File: src/rtl/div_iter.sv
// div_iter - iterative radix-2 restoring integer divider.
//
// Produces quotient and remainder, one quotient bit per clock, with RISC-V
// DIV/DIVU/REM/REMU semantics (x/0 -> all ones, remainder = x; min/-1 -> min, 0).
// The flow is IDLE -> CALC (WIDTH cycles) -> DONE -> IDLE.
//
// Ports:
//   clk, rst               clock, asynchronous active-high reset
//   in_valid / in_ready    request handshake (in_ready only in IDLE)
//   in_signed              1 = signed operation, sampled at the handshake
//   dividend, divisor      operands
//   flush                  abort any in-flight or pending operation
//   out_valid / out_ready  result handshake (results held while out_valid)
//   quotient, remainder    results
//   div_by_zero            result came from a zero divisor
module div_iter #(
    parameter int WIDTH = 32
) (
    input  logic             clk,
    input  logic             rst,
    input  logic             in_valid,
    output logic             in_ready,
    input  logic             in_signed,
    input  logic [WIDTH-1:0] dividend,
    input  logic [WIDTH-1:0] divisor,
    input  logic             flush,
    output logic             out_valid,
    input  logic             out_ready,
    output logic [WIDTH-1:0] quotient,
    output logic [WIDTH-1:0] remainder,
    output logic             div_by_zero
);

    typedef enum logic [1:0] {
        IDLE = 2'd0,
        CALC = 2'd1,
        DONE = 2'd2
    } state_t;

    localparam int CW = $clog2(WIDTH);
    localparam logic [CW-1:0] LAST_STEP = CW'(WIDTH - 1);
    localparam logic [CW-1:0] CNT_ONE   = CW'(1);

    state_t           state_r;
    logic [WIDTH-1:0] rem_r;        // partial remainder
    logic [WIDTH-1:0] quo_r;        // dividend bits shift out, quotient bits shift in
    logic [WIDTH-1:0] dvs_r;        // divisor magnitude
    logic [CW-1:0]    cnt_r;        // step counter, 0 .. WIDTH-1
    logic             neg_q_r;
    logic             neg_rem_r;
    logic             out_valid_r;
    logic [WIDTH-1:0] quotient_r;
    logic [WIDTH-1:0] remainder_r;
    logic             dbz_r;

    logic             a_neg_s;
    logic             b_neg_s;
    logic [WIDTH-1:0] a_mag_s;
    logic [WIDTH-1:0] b_mag_s;
    logic [WIDTH:0]   shifted_s;
    logic [WIDTH:0]   trial_s;
    logic [WIDTH-1:0] rem_next_s;
    logic [WIDTH-1:0] quo_next_s;
    logic [WIDTH-1:0] q_final_s;
    logic [WIDTH-1:0] r_final_s;

    // Acceptance depends only on state and reset, never on in_valid/out_ready.
    assign in_ready    = (state_r == IDLE) && !rst;
    assign out_valid   = out_valid_r;
    assign quotient    = quotient_r;
    assign remainder   = remainder_r;
    assign div_by_zero = dbz_r;

    // Operand magnitudes; min-int negates to itself, read back as 2^(WIDTH-1) unsigned.
    always_comb begin
        a_neg_s = in_signed & dividend[WIDTH-1];
        b_neg_s = in_signed & divisor[WIDTH-1];
        if (a_neg_s) begin
            a_mag_s = -dividend;
        end else begin
            a_mag_s = dividend;
        end
        if (b_neg_s) begin
            b_mag_s = -divisor;
        end else begin
            b_mag_s = divisor;
        end
    end

    // One restoring step: shift in the next dividend bit, trial subtract at WIDTH+1 bits.
    always_comb begin
        shifted_s = {rem_r, quo_r[WIDTH-1]};
        trial_s   = shifted_s - {1'b0, dvs_r};
        if (trial_s[WIDTH] == 1'b0) begin
            rem_next_s = trial_s[WIDTH-1:0];
            quo_next_s = {quo_r[WIDTH-2:0], 1'b1};
        end else begin
            rem_next_s = shifted_s[WIDTH-1:0];
            quo_next_s = {quo_r[WIDTH-2:0], 1'b0};
        end
        if (neg_q_r) begin
            q_final_s = -quo_next_s;
        end else begin
            q_final_s = quo_next_s;
        end
        if (neg_rem_r) begin
            r_final_s = -rem_next_s;
        end else begin
            r_final_s = rem_next_s;
        end
    end

    // Control FSM with datapath and registered results.
    always_ff @(posedge clk or posedge rst) begin
        if (rst) begin
            state_r     <= IDLE;
            rem_r       <= {WIDTH{1'b0}};
            quo_r       <= {WIDTH{1'b0}};
            dvs_r       <= {WIDTH{1'b0}};
            cnt_r       <= {CW{1'b0}};
            neg_q_r     <= 1'b0;
            neg_rem_r   <= 1'b0;
            out_valid_r <= 1'b0;
            quotient_r  <= {WIDTH{1'b0}};
            remainder_r <= {WIDTH{1'b0}};
            dbz_r       <= 1'b0;
        end else if (flush) begin
            // Result registers intentionally keep their last value.
            state_r     <= IDLE;
            out_valid_r <= 1'b0;
        end else begin
            case (state_r)
                IDLE: begin
                    if (in_valid) begin
                        if (divisor == {WIDTH{1'b0}}) begin
                            quotient_r  <= {WIDTH{1'b1}};
                            remainder_r <= dividend;
                            dbz_r       <= 1'b1;
                            out_valid_r <= 1'b1;
                            state_r     <= DONE;
                        end else begin
                            rem_r     <= {WIDTH{1'b0}};
                            quo_r     <= a_mag_s;
                            dvs_r     <= b_mag_s;
                            cnt_r     <= {CW{1'b0}};
                            neg_q_r   <= a_neg_s ^ b_neg_s;
                            neg_rem_r <= a_neg_s;
                            state_r   <= CALC;
                        end
                    end else begin
                        state_r <= IDLE;
                    end
                end
                CALC: begin
                    rem_r <= rem_next_s;
                    quo_r <= quo_next_s;
                    cnt_r <= cnt_r + CNT_ONE;
                    if (cnt_r == LAST_STEP) begin
                        quotient_r  <= q_final_s;
                        remainder_r <= r_final_s;
                        dbz_r       <= 1'b0;
                        out_valid_r <= 1'b1;
                        state_r     <= DONE;
                    end else begin
                        state_r <= CALC;
                    end
                end
                DONE: begin
                    if (out_ready) begin
                        out_valid_r <= 1'b0;
                        state_r     <= IDLE;
                    end else begin
                        state_r <= DONE;
                    end
                end
                default: begin
                    out_valid_r <= 1'b0;
                    state_r     <= IDLE;
                end
            endcase
        end
    end

endmodule

File: config.mk
export PLATFORM = sky130hd
export DESIGN_NAME = div_iter
export DESIGN_NICKNAME = d
export VERILOG_FILES = /design/src/rtl/div_iter.sv
export SDC_FILE = /design/constraint.sdc
export NUM_CORES = 1
export LEC_CHECK = 0
export CORE_MARGIN = 5
export CORE_UTILIZATION = 58
export CTS_CLUSTER_DIAMETER = 120
export DETAILED_ROUTE_END_ITERATION = 10
export HOLD_SLACK_MARGIN = 0.08
export PLACE_DENSITY = 0.82
export SLEW_MARGIN = 25
export SYNTH_ARGS = -nofsm -noshare
export SYNTH_HDL_FRONTEND = slang
export SYNTH_SLANG_ARGS = --single-unit
File: constraint.sdc
create_clock -name clk -period 6.8 [get_ports clk]
set_input_delay 1.36 -clock clk [delete_from_list [all_inputs] [get_ports clk]]
set_output_delay 1.36 -clock clk [all_outputs]
set_load 0.05 [all_outputs]
==> impl_metrics.ini, run 1 <==
[critical_path]
reg2regPathDepth = 21
worstPathRequired_ns = 7.13
crit_path_max_incr_delay_ns = 0.46
crit_fanout = 14
end_kind = flop
rrSetupSlack_ns = 1.30
crit_type = reg -> reg
crit_path_start_kind = flop
critPathSlowestCell = dfrtp_1
arrival_ns = 5.84
regToRegEndpoint = remainder[26]
critical_path.cell_chain = inv_1 > ha_1 > inv_1 > fa_1 > a211oi_1 > o211ai_1 > a31oi_1 > buf_4 > a211o_1 > nand4_1 > buf_4 > nand2_8 > mux2i_1 > ha_1 > nor3b_1 > nor4b_1 > a41oi_1 > nand4b_1 > o21a_1 > xor2_1 > a221oi_1
r2r-start = quo_r[31]

[timing]
tns_ns = 0
fmax_mhz = 182
rsz0062_at_grt = false
max-slew-margin-rel_pct = 33.0
slew_viol_final = 0
skew_ns = 0.00966
fin_crit_sh_pct = 80.9
hold_viol = 0
post-route-min-period_ns = 5.50
holdWs_ns = 0.485
max_slew.worst_pin.slew_ns = 1.00
setup_viol = 0

[global_route]
grt_max_degree = 115
grt_pass1_vias = 10800
antenna_found_initial = 0
grt_pass1_wl_um = 54900
gr-total-overflow = 0
grt_util_all_layers_pct = 27.6

[clock_network]
clkLatencyLatePin_ns = 0.44
cts_hold_buf = 0
cts_tree = yes
clk_path_buf_depth = 2
cts_buffers = 17
clkSlewWorstSetupHoldPaths_ns = 0.07
htree_levels = 4
cts_post_setup_buffers_inserted = 0
postCtsResizedCells = 0
cts_root_buf = clkbuf_16
clock_sinks = 171

[min_path]
hold_end = dvs_r[31]
min_from = dvs_r[31]
hold_class = reg -> reg
holdPathStages = 2

[synth]
avgSynthCellArea_um2 = 7.92
synth_seq_cells = 171
syn-num-nets = 1660
synth-main-ff-cell = dfrtp_1
ys_top_cells_by_area = dfrtp_1, a21oi_1, o21ai_0, nand2_1, nor2_1
yosysWarnings = 0
async_reset_ff_share_pct = 100
synth_cell_type_count = 75
seq_area_frac_synth_pct = 34.8
synth_edf_count = 0
synthesis.area_um2 = 12300
synth_top_area_cell = dfrtp_1
synthCells = 1551
yosysTopAreaCellShare_pct = 34.8

[route]
totalWireLength_um = 33300
antenna_left = 0
via_per_inst = 6.01
vias = 11500
drtPass1Iterations = 5
remaining_drc_errors = 0
wl_per_cell_um = 17.3
drt_iter0_drc = 985

[final_layout]
fillCellCount = 1788
area_growth_pct = 17.1
n_antenna_cell = 0
drive_gt1_share_pct = 4.37
nets = 1742
layout_commonest_cell = nand2_1
fin_util_pct = 68.6
mostFrequentLayoutCells = nand2_1, nor2_1, a21oi_1, dfrtp_1, clkdlybuf4s50_1
finalNonFillerCells = 1921

[placed_design]
placed_cells = 1889
io_buffers = 136
hpwl_um = 25200
gp_congestion = 0.914

[floorplan]
die_w_um = 156
num_rows = 53
start_util_pct = 58.6
die_h_um = 156
io_pins = 137
core_area_um2 = 21000
die_area_um2 = 24200

[power_and_ir_drop]
leakagePower_nw = 6.15
pwr_density_cell_nw_per_um2 = 201
ir_drop_uv = 161

[job]
drv_cap = 0

[run_status]
run_status = finished, final reports clean
[critical path: cells and delay by family (launching register included)]
| family | cells | cell delay [ns] |
|---|---|---|
| muxes | 1 | 0.32 |
| and+or+nand+nor | 5 | 1.32 |
| DFF | 1 | 0.46 |
| xor gates and xnor gates | 1 | 0.16 |
| AOI/OAI and AO/OA | 7 | 1.64 |
| adders and majority gates | 3 | 0.83 |
| buffers and inverters | 4 | 0.64 |
[worst max-delay path by stage]
| stage | from | endpoint | slack [ns] |
|---|---|---|---|
| 2_1_floorplan | rst | cnt_r[0] | 0.81 |
| 3_3_place_gp | quo_r[31] | remainder[26] | 1.59 |
| 3_5_place_dp | quo_r[31] | remainder[26] | 1.37 |
| 4_1_cts | quo_r[31] | remainder[26] | 1.32 |
| 5_1_grt | quo_r[31] | remainder[26] | 0.81 |
| 6_report | quo_r[31] | remainder[26] | 1.30 |
[synthesized netlist by cell type, drive strengths merged (5+ instances only)]
cell type / number
a31o: 5
nand2b: 8
and2: 12
nand2: 180
clkbuf: 71
o41ai: 11
nor3b: 5
o21a: 7
o21ai: 147
and3: 18
nand3b: 6
and4: 6
o21bai: 6
o31ai: 21
buf: 15
mux2: 6
nor2b: 8
or4: 11
dfrtp: 171
o211ai: 7
nand4: 14
o22ai: 6
a21o: 14
a31oi: 24
xor2: 73
mux2i: 36
nand3: 24
or3: 23
a211oi: 12
nor2: 178
nor4: 21
a21oi: 175
ha: 38
xnor2: 52
inv: 61
nor3: 34
[routing by layer]
metal | up-vias | track usage, % | part of all wire [%]
met5 | - | 0 | 0
met4 | 0 | 6.25 | 1.9
met3 | 49 | 3.92 | 6.8
met2 | 413 | 45.9 | 47
met1 | 5397 | 38.5 | 44
li1 | 5683 | - | -
[through the flow]
stage,worst slack [ns],cell area (µm²),total power [mW]
floorplan,0.808,12300,1.71
global placement,1.59,13800,1.90
detailed placement,1.37,13800,1.93
CTS,1.32,14400,2.89
global route,0.807,14400,3.04
finish,1.30,14400,2.89
[layout make-up]
cell class / instances / area, µm² / share of cell area, %
Inverter: 61 / 239 / 1.66
Clock buffer: 18 / 429 / 2.98
Timing Repair Buffer: 149 / 1470 / 10.2
Tap cell: 275 / 344 / 2.39
Multi-Input combinational cell: 1233 / 7460 / 51.9
Sequential cell: 171 / 4280 / 29.8
Clock inverter: 14 / 155 / 1.08
[report_power, final]
part | leakage, nW | internal, mW | total [mW] | switching (mW)
logic | 3.63 | 0.290 | 0.738 | 0.448
registers | 2.24 | 1.09 | 1.18 | 0.0864
clock network | 0.276 | 0.520 | 0.969 | 0.449
[cell families (layout without fill, tap and decap cells)]
kind of cell | after synthesis | after routing | share of synthesized area [%]
buf+inv | 147 | 242 | 4.66
xor+xnor | 125 | 125 | 8.91
flops | 171 | 171 | 34.8
fa+ha+maj | 39 | 39 | 4.03
mux | 42 | 42 | 3.48
compound gates | 469 | 469 | 22.6
simple gates | 558 | 558 | 21.4
[sequential cells by signal, indices dropped and copies added, names as in the netlist]
signal       flops
out_valid        1
dvs_r           32
state_r          2
neg_rem_r        1
rem_r           32
div_by_zero      1
cnt_r            5
neg_q_r          1
remainder       32
quotient        32
quo_r           32
No activity file was read; power rests on OpenSTA's default activity.
==> run 2, diff against run 1 <==
Clock period 6.8 ns to 5.74 ns, I/O delays scaled along.
==> impl_metrics.ini, run 2 (synthesis gave the netlist of run 1 again) <==
[clock_network]
clkSlewWorstSetupHoldPaths_ns = 0.07
clkLatencyLatePin_ns = 0.43
cts_buffers = 17
htree_levels = 4
cts_post_setup_buffers_inserted = 0
clk_path_buf_depth = 2
postCtsResizedCells = 0
cts_hold_buf = 0
clock_sinks = 171
cts_root_buf = clkbuf_16
cts_tree = yes

[timing]
slew_viol_final = 0
tns_ns = 0
fmax_mhz = 191
post-route-min-period_ns = 5.23
rsz0062_at_grt = false
max-slew-margin-rel_pct = 21.3
skew_ns = 0.00808
max_slew.worst_pin.slew_ns = 1.15
setup_viol = 0
fin_ws_ns = 0.508
hold_viol = 0
fin_crit_sh_pct = 91.2

[min_path]
min_from = dvs_r[27]
holdPathStages = 2
hold_class = reg -> reg

[route]
drtPass1Iterations = 5
antenna_left = 0
vias = 11600
totalWireLength_um = 33300
drt_iter0_drc = 948
remaining_drc_errors = 0
via_per_inst = 6.06
wl_per_cell_um = 17.3

[critical_path]
arrival_ns = 5.57
crit_fanout = 14
reg2regPathDepth = 19
crit_path_start_kind = flop
worstPathRequired_ns = 6.08
r2r-start = quo_r[31]
end_kind = flop
crit_type = reg -> reg
crit_start = quo_r[31]

[final_layout]
area_growth_pct = 17.2
n_antenna_cell = 0
drive_gt1_share_pct = 4.61
layout_commonest_cell = nand2_1
mostFrequentLayoutCells = nand2_1, nor2_1, a21oi_1, dfrtp_1, clkdlybuf4s50_1
final_area_um2 = 14400
nets = 1744

[placed_design]
gp_congestion = 1.01
hpwl_um = 25100
place_area_um2 = 13800
dp_slack_ns = 0.432
io_buffers = 136

[power_and_ir_drop]
leakagePower_nw = 6.15
pwr_density_cell_nw_per_um2 = 236
finalPower_mw = 3.39
ir_drop_uv = 200

[floorplan]
num_rows = 53
core_area_um2 = 21000
die_area_um2 = 24200
io_pins = 137
die_h_um = 156
die_w_um = 156
start_util_pct = 58.6

[global_route]
grt_pass1_vias = 10600
grt_pass1_wl_um = 53700
grt_max_degree = 133
gr-total-overflow = 0
antenna_found_initial = 0
grt_util_all_layers_pct = 27.0

[run_status]
run_status = finished, final reports clean

[job]
drv_cap = 0
==> run 2: cell count changes in the layout (fill, tap and decap cells not counted), sizes merged <==
cell and change:
clkbuf -1, clkinvlp +1, buf +2, clkinv -1
==> run 2: worst max-delay path, stage by stage, from the launching register on <==
cell	delay [ns]
dfrtp_1	0.38
inv_1	0.08
ha_1	0.16
inv_1	0.05
fa_1	0.39
a211oi_1	0.39
o211ai_1	0.21
a31oi_2	0.31
a211o_1	0.26
a31o_4	0.29
nand2_8	0.09
o21ai_0	0.34
ha_1	0.25
nor3b_1	0.35
nor4b_1	0.30
a41oi_1	0.11
nand4b_1	0.43
o21a_1	0.29
xor2_1	0.16
a221oi_1	0.27
==> run 2: worst paths after layout <==
kind	to	slack [ns]
max	remainder[26]	0.51
min	dvs_r[27]	0.48
max reg2reg	remainder[26]	0.51
min reg2reg	dvs_r[27]	0.48
max in group asynchronous	rem_r[10]	3.34
min in group asynchronous	state_r[1]	1.26
==> run 2: area by class of cell <==
class | count | area [µm²]
Tap cell | 275 | 344
Inverter | 61 | 235
Fill cell | 1749 | 6570
Clock buffer | 17 | 425
Multi-Input combinational cell | 1233 | 7470
Sequential cell | 171 | 4280
Clock inverter | 14 | 138
Timing Repair Buffer | 151 | 1500
==> run 2: layer usage <==
metal,routed length (µm),GRT usage (%)
met1,14200,37.2
met2,15400,44.0
met3,2580,3.42
met4,1010,10.1
met5,0,0
==> run 2: through the flow <==
stage | hold WS, ns | utilization, % | instances
6_report | 0.480 | 68.7 | 1922
5_1_grt | 0.505 | 68.7 | 1922
4_1_cts | 0.485 | 68.6 | 1922
3_5_place_dp | 0.469 | 65.9 | 1891
3_3_place_gp | 0.463 | 65.9 | 1891
2_1_floorplan | 0.450 | - | 1551
==> run 2: report_power, final <==
part	internal, mW	switching (mW)	total [mW]
logic	0.344	0.528	0.873
clock network	0.606	0.515	1.12
registers	1.30	0.101	1.40
total	2.25	1.14	3.39
==> run 3, diff against run 2 <==
Settings changed: ABC_CLOCK_PERIOD_IN_PS set to 5740, PLACE_DENSITY 0.82 to 0.92, SKIP_CTS_REPAIR_TIMING set to 1.
==> impl_metrics.ini, run 3 (synthesis gave the netlist of run 1 again) <==
[final_layout]
mostFrequentLayoutCells = nand2_1, nor2_1, a21oi_1, dfrtp_1, clkdlybuf4s50_1
area_growth_pct = 17.3
drive_gt1_share_pct = 4.55
layout_commonest_cell = nand2_1
nets = 1744
final_area_um2 = 14400
n_antenna_cell = 0
fin_util_pct = 68.7

[job]
drv_cap = 0

[placed_design]
hpwl_um = 25500
gp_congestion = 0.957
place_area_um2 = 13800
io_buffers = 136

[critical_path]
critical_path.cell_chain = inv_1 > ha_1 > inv_1 > fa_1 > a211oi_1 > o211ai_1 > a31oi_1 > buf_4 > a211o_1 > nand4_1 > nand2_8 > buf_4 > inv_4 > o41a_1 > o21bai_1 > o41ai_2 > xnor2_1 > o22ai_1
crit_path_start_kind = flop
end_kind = flop
crit_fanout = 47
critPathTopFamily = compound AO/OA/AOI/OAI gates
critPathSlowestCell = buf_4
crit_type = reg -> reg
worstPathRequired_ns = 6.04
crit_path_max_incr_delay_ns = 0.56
worst-path-buf-inv = 5
arrival_ns = 5.47

[timing]
skew_ns = 0.00897
max-slew-margin-rel_pct = 39.0
setup_viol = 0
post-route-min-period_ns = 5.17
tns_ns = 0
fin_crit_sh_pct = 90.1
hold_viol = 0
rsz0062_at_grt = false
max_slew.worst_pin.slew_ns = 0.915
slew_viol_final = 0
fmax_mhz = 193

[route]
via_per_inst = 6.29
antenna_left = 0
wl_per_cell_um = 17.9
drtPass1Iterations = 6
vias = 12100
drt_iter0_drc = 1476
totalWireLength_um = 34400
remaining_drc_errors = 0

[clock_network]
clkLatencyLatePin_ns = 0.44
clk_path_buf_depth = 2
htree_levels = 4
clkSlewWorstSetupHoldPaths_ns = 0.07
cts_buffers = 17
cts_root_buf = clkbuf_16
clock_sinks = 171
cts_tree = yes

[floorplan]
core_area_um2 = 21000
die_area_um2 = 24200
io_pins = 137
die_w_um = 156
die_h_um = 156
num_rows = 53
start_util_pct = 58.6

[power_and_ir_drop]
ir_drop_uv = 187
pwr_density_cell_nw_per_um2 = 239
leakagePower_nw = 6.16

[global_route]
grt_pass1_wl_um = 56500
grt_max_degree = 172
grt_util_all_layers_pct = 28.1
grt_pass1_vias = 11500
gr-total-overflow = 0
antenna_found_initial = 0

[run_status]
run_status = finished, final reports clean

[min_path]
hold_class = reg -> reg
## run 3: area by class of cell
cell class | instances | area, µm²
clock inverters | 14 | 151
inverters | 61 | 235
multi-input cells | 1233 | 7470
clock buffers | 18 | 429
flip-flops and latches | 171 | 4280
repair buffers | 151 | 1500
fillers | 1648 | 6550
well taps | 275 | 344
## run 3: tightest hold or removal path: stages, from the launching register on
cell	delay (ns)
dfrtp_1	0.34
nand2_1	0.05
o21ai_0	0.06
## run 3: path summary, 6_finish.rpt
check	start	to	slack, ns	cells past startpoint
worst max-delay path	quo_r[31]	remainder[30]	0.57	18
worst min register to register	dvs_r[31]	dvs_r[31]	0.49	2
min in group asynchronous	rst	neg_q_r	1.36	3
worst min-delay path	dvs_r[31]	dvs_r[31]	0.49	2
worst max register to register	quo_r[31]	remainder[30]	0.57	18
max in group asynchronous	rst	rem_r[1]	3.76	3
## run 3: power breakdown
| part | internal, mW | leakage [nW] | total (mW) | switching (mW) |
|---|---|---|---|---|
| clock | 0.617 | 0.274 | 1.16 | 0.538 |
| combinational | 0.347 | 3.64 | 0.898 | 0.552 |
| sequential | 1.30 | 2.24 | 1.39 | 0.0940 |
## run 3: layer usage
| layer | share of wire, % | global-route usage [%] | vias up |
|---|---|---|---|
| met3 | 9.7 | 4.73 | 85 |
| met1 | 40 | 37.2 | 5674 |
| met2 | 47 | 46.4 | 662 |
| met5 | 0 | 0 | - |
| li1 | - | - | 5680 |
| met4 | 2.9 | 11.0 | 0 |
## run 3: stage by stage
| step | hold WS [ns] | power [mW] | std cells | worst slack (ns) |
|---|---|---|---|---|
| final | 0.486 | 3.44 | 1923 | 0.567 |
| after global routing | 0.521 | 3.60 | 1923 | 0.183 |
| after CTS | 0.489 | 3.43 | 1923 | 0.538 |
| after detailed placement | 0.474 | 2.28 | 1891 | 0.622 |
| after global placement | 0.463 | 2.24 | 1891 | 0.831 |
| after floorplan | 0.450 | 2.03 | 1551 | 0.690 |
==> patch, RTL diff (flow settings as in run 1) <==
The 3 states of `state_t` get a one-hot encoding in 3 bits.
--- a/src/rtl/div_iter.sv
+++ b/src/rtl/div_iter.sv
@@ -31,10 +31,10 @@
     output logic             div_by_zero
 );
 
-    typedef enum logic [1:0] {
-        IDLE = 2'd0,
-        CALC = 2'd1,
-        DONE = 2'd2
+    typedef enum logic [2:0] {
+        IDLE = 3'b001,
+        CALC = 3'b010,
+        DONE = 3'b100
     } state_t;
 
     localparam int CW = $clog2(WIDTH);
Check against the original RTL: no difference found for any inputs over 4 cycles, from zero or initial values and one cycle with rst high; so few cycles prove little.
==> patch against run 1 <==
- worst setup slack lost 300 ps
- critical path depth shrank 2
- sequential cell count grew 1
- routed wire length grew 3.2%
- count of clock-buffer cells in the layout shrank 1
- worst hold slack lost 5.5 ps
- cell area grew 2.5%
- die area grew 2.9%
- synthesized area grew 3.1%
- largest cell class unchanged
Power is not compared: it rests on default switching activity, and its combinational part moved more than twofold at a synthesized area within 25%.
==> patch: results (changes against run 1) <==
| Metric | Value |
|---|---|
| Hold WS | `479 ps (-5.55 ps)` |
| Synth cell types | `81 (+8.0%)` |
| Clock network contribution to total cell area | `4.13% (+0.069 points)` |
| Total Wirelength | `34400 um (+3.2%)` |
| Die Wd | `158 um (+1.5%)` |
| HP Start | `dvs_r[28]` |
| Dpl hpwl | `25600 um (+1.4%)` |
| Logic inverters | `57 (-6.6%)` |
| Worst setup path end | `remainder[30]` |
| Drt first-iter violations | `1121 (+14%)` |
| Post-Syn Area per Cell | `7.93 um2 (about the same)` |
| Layout cells sized above 1 | `5.05% (+0.68 points)` |
| DRT met1 WL | `15100 um (+2.4%)` |
| Worst r2r path cells | `19 (-9.5%)` |
| Crit path max fanout | `42 (+28)` |
| Area occupied by multi-input gates | `7770 um2 (+4.2%)` |
| Clock skew | `12.9 ps (+3.25 ps)` |
| Router iterations before antenna repair | `6 (+1)` |
| Fillers | `1787 (-0.056%)` |
| DR WL met3 | `2570 um (+13%)` |
| CP max stage cell | `or4b_1` |
| Final #Nets | `1780 (+2.2%)` |
| Status | `finished, final reports clean` |
| Non-clock buffers | `151 (+1.3%)` |
| Post-route insts no fill | `1963 (+2.2%)` |
| Total placed cells including tap cells | `1931 (+2.2%)` |
| Non-clk buf share | `10.1% (-0.15 points)` |
| Least-Margin Pin Slew | `1050 ps (+41.5 ps)` |
| Multi-input gate count | `1272 (+3.2%)` |
| Vias in the first global route | `11.3k (+3.9%)` |
| First-pass GRT wire length | `56600 um (+3.0%)` |
| Largest net degree at the start of global routing | `79 (-31%)` |
| Worst R2R Start | `rem_r[16]` |
| GR Util met1 | `39.1% (+0.62 points)` |
| Via density | `6.17 (+2.7%)` |
| Synth Area in Compound Gates | `24.7% (+2.1 points)` |
| Mux share of post-synthesis cell area | `2.41% (-1.1 points)` |
| Tot GR Track Use | `27.8% (+0.23 points)` |
| Synth top area cells | `dfrtp_1 34%, nand2_1 6.3%, a21oi_1 5.5%, o21ai_0 5.3%, nor2_1 4.9%` |
| Register Area | `4310 um2 (+0.61%)` |
patch: metrics by stage:
stage	utilization [%]	worst slack (ps)	cell area, um2	power [uW]
4_1_cts	67.9	1090	14700	4100
3_5_place_dp	65.1	1130	14100	3080
3_3_place_gp	65.1	1330	14100	3040
6_report	68.0	997	14700	4100
5_1_grt	68.0	567	14700	4320
2_1_floorplan	-	782	12700	2550
patch: tightest hold or removal path: cells and delay by family (launching register included):
family           cells  cell delay (ps)
AO/OA/AOI/OAI        1               60
flip-flops           1              350
AND/OR/NAND/NOR      1               40
patch: logic make-up after synthesis:
logic type	count (synthesis)
flip-flops	172
multiplexers	30
buffers and inverters	154
AO/OA/AOI/OAI	500
XOR/XNOR	131
adder cells (fa/ha/maj)	39
AND/OR/NAND/NOR	572
patch: where the power goes:
part / total, uW / internal [uW] / switching [uW]
Combinational: 1660 / 602 / 1060
Sequential: 1410 / 1230 / 179
Clock: 1030 / 585 / 442
